**src/rtl/dmem_port_arbiter.sv**
```systemverilog
// Data-memory port arbiter: shares one single-port synchronous RAM between the
// CPU MEM stage and a host/debug port. The CPU wins conflicts, but a host that
// has been refused STARVE_LIMIT consecutive cycles wins the next conflict.
// host_lock hands the memory exclusively to the host and stalls the CPU.
module dmem_port_arbiter #(
    parameter int DATA_WIDTH   = 32,
    parameter int ADDR_WIDTH   = 10,
    parameter int STARVE_LIMIT = 8
) (
    input  logic                  CLOCK_50,
    input  logic                  rst,
    input  logic                  cpu_req,
    input  logic                  cpu_we,
    input  logic [ADDR_WIDTH-1:0] cpu_addr,
    input  logic [DATA_WIDTH-1:0] cpu_wdata,
    output logic                  cpu_stall,
    output logic [DATA_WIDTH-1:0] cpu_rdata,
    output logic                  cpu_rvalid,
    input  logic                  host_lock,
    output logic                  host_locked,
    input  logic                  host_req,
    input  logic                  host_we,
    input  logic [ADDR_WIDTH-1:0] host_addr,
    input  logic [DATA_WIDTH-1:0] host_wdata,
    output logic                  host_gnt,
    output logic [DATA_WIDTH-1:0] host_rdata,
    output logic                  host_rvalid,
    output logic                  mem_en,
    output logic                  mem_we,
    output logic [ADDR_WIDTH-1:0] mem_addr,
    output logic [DATA_WIDTH-1:0] mem_wdata,
    input  logic [DATA_WIDTH-1:0] mem_rdata
);

    typedef enum logic [0:0] {
        ST_RUN    = 1'b0,
        ST_LOCKED = 1'b1
    } state_e;

    localparam logic [7:0] STARVE_MAX = 8'(STARVE_LIMIT);
    localparam logic       OWNER_CPU  = 1'b0;
    localparam logic       OWNER_HOST = 1'b1;

    state_e     state_q, state_d;
    logic [7:0] starve_cnt_q, starve_cnt_d;
    logic       rd_pending_q, rd_pending_d;
    logic       rd_owner_q, rd_owner_d;

    logic       cpu_gnt_s;
    logic       host_gnt_s;

    // Grant decision: nothing while in reset, host-only while locked, CPU-first otherwise.
    always_comb begin
        cpu_gnt_s  = 1'b0;
        host_gnt_s = 1'b0;
        if (rst) begin
            cpu_gnt_s  = 1'b0;
            host_gnt_s = 1'b0;
        end else if (state_q == ST_LOCKED) begin
            host_gnt_s = host_req;
        end else if (cpu_req && host_req) begin
            if (starve_cnt_q == STARVE_MAX) begin
                host_gnt_s = 1'b1;
            end else begin
                cpu_gnt_s = 1'b1;
            end
        end else begin
            cpu_gnt_s  = cpu_req;
            host_gnt_s = host_req;
        end
    end

    // Memory-side mux: route the granted requester, all zero when idle.
    always_comb begin
        mem_en    = 1'b0;
        mem_we    = 1'b0;
        mem_addr  = '0;
        mem_wdata = '0;
        if (cpu_gnt_s) begin
            mem_en    = 1'b1;
            mem_we    = cpu_we;
            mem_addr  = cpu_addr;
            mem_wdata = cpu_wdata;
        end else if (host_gnt_s) begin
            mem_en    = 1'b1;
            mem_we    = host_we;
            mem_addr  = host_addr;
            mem_wdata = host_wdata;
        end else begin
            mem_en    = 1'b0;
        end
    end

    // Next-state: lock FSM, host starvation counter and read-return tracking.
    always_comb begin
        state_d      = state_q;
        starve_cnt_d = starve_cnt_q;
        rd_pending_d = (cpu_gnt_s || host_gnt_s) && !mem_we;
        rd_owner_d   = rd_owner_q;
        if (host_gnt_s) begin
            rd_owner_d = OWNER_HOST;
        end else if (cpu_gnt_s) begin
            rd_owner_d = OWNER_CPU;
        end else begin
            rd_owner_d = rd_owner_q;
        end
        case (state_q)
            ST_RUN: begin
                if (host_lock) begin
                    state_d      = ST_LOCKED;
                    starve_cnt_d = 8'd0;
                end else if (host_gnt_s) begin
                    starve_cnt_d = 8'd0;
                end else if (host_req && (starve_cnt_q != STARVE_MAX)) begin
                    starve_cnt_d = starve_cnt_q + 8'd1;
                end else begin
                    starve_cnt_d = starve_cnt_q;
                end
            end
            ST_LOCKED: begin
                if (!host_lock) begin
                    state_d = ST_RUN;
                end else begin
                    state_d = ST_LOCKED;
                end
            end
            default: begin
                state_d      = ST_RUN;
                starve_cnt_d = 8'd0;
            end
        endcase
    end

    // State registers with synchronous active-high reset.
    always_ff @(posedge CLOCK_50) begin
        if (rst) begin
            state_q      <= ST_RUN;
            starve_cnt_q <= 8'd0;
            rd_pending_q <= 1'b0;
            rd_owner_q   <= OWNER_CPU;
        end else begin
            state_q      <= state_d;
            starve_cnt_q <= starve_cnt_d;
            rd_pending_q <= rd_pending_d;
            rd_owner_q   <= rd_owner_d;
        end
    end

    // Requester-side outputs; reset masks any pending return and the lock flag.
    assign cpu_stall   = cpu_req && !cpu_gnt_s && !rst;
    assign host_gnt    = host_gnt_s;
    assign cpu_rdata   = mem_rdata;
    assign host_rdata  = mem_rdata;
    assign cpu_rvalid  = rd_pending_q && (rd_owner_q == OWNER_CPU) && !rst;
    assign host_rvalid = rd_pending_q && (rd_owner_q == OWNER_HOST) && !rst;
    assign host_locked = (state_q == ST_LOCKED) && !rst;

endmodule

```
**config.mk**
```make
export PLATFORM = sky130hd
export DESIGN_NAME = dmem_port_arbiter
export DESIGN_NICKNAME = d
export VERILOG_FILES = /design/src/rtl/dmem_port_arbiter.sv
export SDC_FILE = /design/constraint.sdc
export NUM_CORES = 1
export LEC_CHECK = 0
export CAP_MARGIN = 15
export CORE_ASPECT_RATIO = 0.6
export CORE_MARGIN = 5
export CORE_UTILIZATION = 23
export DETAILED_ROUTE_END_ITERATION = 8
export PLACE_DENSITY = 0.88
export SLEW_MARGIN = 20
export SYNTH_ARGS = -nofsm -noshare
export SYNTH_HDL_FRONTEND = slang
export SYNTH_SLANG_ARGS = --single-unit
```
**constraint.sdc**
```tcl
create_clock -name CLOCK_50 -period 2.8 [get_ports CLOCK_50]
set_clock_uncertainty 0.05 [all_clocks]
set_input_delay 0.42 -clock CLOCK_50 [delete_from_list [all_inputs] [get_ports CLOCK_50]]
set_output_delay 0.42 -clock CLOCK_50 [all_outputs]
set_load 0.02 [all_outputs]
```
==> results of run 1 <==
==> placed cells by master, fill, tap and decap left out, drive strengths merged, types with 2 or more instances in the layout <==
cell,instances
a21oi,5
a22o,43
a31oi,2
and3,2
buf,14
clkbuf,6
clkdlybuf4s15,9
clkdlybuf4s50,93
dfxtp,11
dlygate4sd2,34
ha,2
inv,8
nand2,5
nand3,3
nand4,3
nor2,10
nor3,2
nor4,2
o21ai,3
xor2,2
==> cell usage after synthesis (3+ instances only) <==
cell type and n:
clkbuf_1 3, nor2_1 10, o21ai_0 3, dfxtp_1 11, nand3_1 3, buf_4 65, a22o_1 43, a21oi_1 5
nand4_1 3, buf_2 7, inv_1 8, nand2_1 5
==> registers in the layout, summed over array words and instances, names as in the netlist <==
signal	cells
state_q	1
rd_pending_q	1
rd_owner_q	1
starve_cnt_q	8
==> critical path: cells and delay by family, from the launching register on <==
kind / cells / cell delay, ns
flops: 1 / 0.31
buf+inv: 3 / 0.62
simple gates: 2 / 0.44
fa+ha+maj: 1 / 0.17
compound gates: 2 / 0.43
==> routing by layer <==
layer | up-vias | routed length [µm] | track usage
met1 | 755 | 2504 | 0.1656
met4 | 0 | 23 | 0.02083
met3 | 4 | 728 | 0.06545
met2 | 126 | 2697 | 0.2115
li1 | 800 | - | -
met5 | - | 0 | 0
==> timing repair <==
item,4_1_cts,5_1_grt
buffers inserted,0,0
endpoints found under the setup margin,45,11
hold buffers,0,0
pin swaps,0,0
gates resized for setup,45,13
==> stage by stage <==
stage               cells  hold slack [ns]  cell area, µm²  TNS [ns]    util
finish                361           0.4662            2616         0  0.3987
CTS                   361           0.4663            2613         0  0.3982
detailed placement    357           0.4538            2624    -3.101  0.3999
global placement      357           0.4353            2624    -3.588  0.3999
floorplan             193           0.4261            1529         0       -
global route          361           0.4992            2616         0  0.3987
==> logic make-up after synthesis <==
family,count (synthesis),share of synthesized area
mux,1,0.006547
simple gates,34,0.1318
compound gates,60,0.3208
flops,11,0.1440
xor+xnor,2,0.01146
fa+ha+maj,2,0.01636
buf+inv,83,0.3691
==> area by class of cell <==
cell class	count	area (µm²)	area share
Clock buffer	4	45.04	0.01722
Inverter	8	30.03	0.01148
Multi-Input combinational cell	99	753.2	0.2879
Sequential cell	11	220.2	0.08417
Tap cell	87	108.9	0.04161
Timing Repair Buffer	152	1459	0.5576
==> worst max path at each step <==
stage,end,from,cells past startpoint
after floorplan,mem_wdata[10],starve_cnt_q[0],7
after detailed placement,mem_wdata[11],rst,7
final,mem_wdata[12],starve_cnt_q[0],8
after global placement,mem_wdata[31],rst,7
after CTS,mem_wdata[11],starve_cnt_q[0],8
after global routing,mem_wdata[13],starve_cnt_q[0],8
==> power groups by stage <==
| stage | Sequential, mW | Combinational (mW) | Clock, mW |
|---|---|---|---|
| 2_1_floorplan | 0.166 | 0.268 | 0 |
| 3_3_place_gp | 0.167 | 0.376 | 0 |
| 3_5_place_dp | 0.167 | 0.380 | 0 |
| 4_1_cts | 0.164 | 0.351 | 0.161 |
| 5_1_grt | 0.164 | 0.372 | 0.171 |
| 6_report | 0.164 | 0.349 | 0.157 |
==> summary.md, run 1 <==
The proportion of power drawn by the clock network was 0.234. The total area inside the core boundary comes to 0.006561 mm². OpenSTA, run right after detailed placement, puts the worst setup slack at -0.1123 ns. The switching share of power was 0.3084; the leakage dissipation was 1.151 nW. From synthesis to final layout, the design area changed by 71.11%. The endpoint type of the worst setup path was a primary output. The fraction of layout instances using a drive strength above 1 was 0.09124. TritonCTS built the clock tree. Depth of the CTS H-tree: 1. The run gives 0.521 as the share of power burned in combinational logic. In this run the most critical hold path is launched from rd_owner_q. For the total global routing track utilization, the log shows 0.1328. Setup violations remaining at the end of the flow were counted as 0.

The share of the synthesized area in the top cell type is 0.3191, and the post-synthesis cell count is 193. The logs give 3 for the total CTS buffers and 118.5 µV for the largest voltage drop on the vdd net. The total nets after synthesis was 318; the final routed wirelength across all metal layers was 5954 µm.

The clock-pin transition on the worst setup and hold timing paths was 0.05 ns. The library cell contributing the largest single delay on the critical path is dlygate4sd2_1. The tools report the buffer type at the clock tree root as clkbuf_8. The remaining antenna violation count was 0; the post-route clock period utilization was 0.9588.

In the routed layout, each cell is associated on average with a via count of 4.668. The netlist uses 34 different library cells. 0 antenna diodes ended up in the layout. After synthesis, the cell types taking the most area are buf_4, a22o_1, dfxtp_1. The synthesized netlist occupies a cell area of 0.001529 mm². The tightest slew margin relative to the limit is 0.4939, and the number of rows created at floorplan is 23. The tools report the largest buffer count on any clock path as 2.

Flip-flop cell with the highest count after synthesis: dfxtp_1. Entering global routing, the biggest net connects 36 pins. The setup path with the least slack is of type reg2out. The initial antenna violation count came out at 0. STA classifies the critical path startpoint as a register. The type of the worst min-delay path is reg2reg. Setup slack on the critical path of the routed design comes to 0.1155 ns. In this run the horizontal extent of the chip is 115.3 µm.

The global placer's final weighted congestion came out at 0.9138. STA puts the critical path data arrival time at 2.21 ns. The run gives 400 as the number of nets at the end of the flow.

In the final routed layout, each cell accounts on average for 16.49 µm. The path with the worst hold slack has its endpoint at rd_owner_q. The cell depth of the worst hold path works out to 1. The count of input and output buffers was 139; the total number of clock tree sinks was 11. The worst register-to-register path ends at starve_cnt_q[1].

Summed over all nets, the switching power comes to 206.5 µW. The worst-case reg-to-reg path depth came out at 8. Summed over all nets, the half-perimeter wirelength after detailed placement is 5186 µm. In this run the mean area of a mapped cell was 7.922 µm². For the count of final max-slew check failures, the log shows 0.

Traced cell by cell, the critical path runs through inv_1 > ha_1 > nand4bb_2 > nor4_4 > o311a_2 > buf_12 > a22o_1 > dlygate4sd2_1. The run finished with clean final reports. The maximum operating frequency was 0.3725 GHz. The Yosys step of the flow raised 0 warnings.

Count of state elements after synthesis: 11. The internal portion of the total power is 463.1 µW. The detailed router finished its first iteration with 60 violations. Setup repair after global routing left no endpoint under its margin.

For this run the aggregate overflow at the end of global routing stands at 0. The die covers 0.008432 mm². At the pin with the least slew margin, the transition time is 0.7401 ns. Total number of vias: 1685. The effective utilization at floorplan was 0.2330. The share of async-settable or async-resettable flops after synthesis was 0. The worst stage delay on the critical path came out at 0.34 ns. In this run the count of I/O pins placed on the die edge is 236. Overall power: 669.7 µW. Power spread over the standard cell area amounts to 256.0 mW/mm².

The number of global-route vias before repair is 1825, and the die extent in y is 73.16 µm. The run gives 0 as the number of hold-slack violations in the final timing report. The setup slack of the worst register-to-register path is 0.69 ns, and the sequential element share of the synthesized area is 0.1440. Number of violations of the max-capacitance limit: 0. Worst reg2reg path startpoint: starve_cnt_q[0]. The clock reaches the later pin of the worst-skew pair after 0.23 ns.

The largest total area in the synthesized netlist belongs to buf_4. In this run the worst path has a maximum fanout of 35. Required time at the endpoint of the critical path: 2.33 ns.

After filler insertion, the fill cell instance count of the layout stands at 663. The wire length of the first global-routing pass was 8942 µm; the first-pass detailed-route iteration total was 4. Number of enable-type register cells in the synthesized netlist: 0. The routed design could run at a clock period as short as 2.685 ns. The DRC violations left is 0, and the sequential cell fraction of total power is 0.245.
No activity file was read; power rests on OpenSTA's default activity.
==> run 2: changes to the inputs <==
--- a/config.mk
+++ b/config.mk
@@ -11,7 +11,7 @@
 export CORE_UTILIZATION = 23
 export DETAILED_ROUTE_END_ITERATION = 8
 export PLACE_DENSITY = 0.88
-export SLEW_MARGIN = 20
+export SLEW_MARGIN = 0
 export SYNTH_ARGS = -nofsm -noshare
 export SYNTH_HDL_FRONTEND = slang
 export SYNTH_SLANG_ARGS = --single-unit
==> results of run 2 <==
Same layout as run 1: the final DEF is identical, and so are final timing and power.
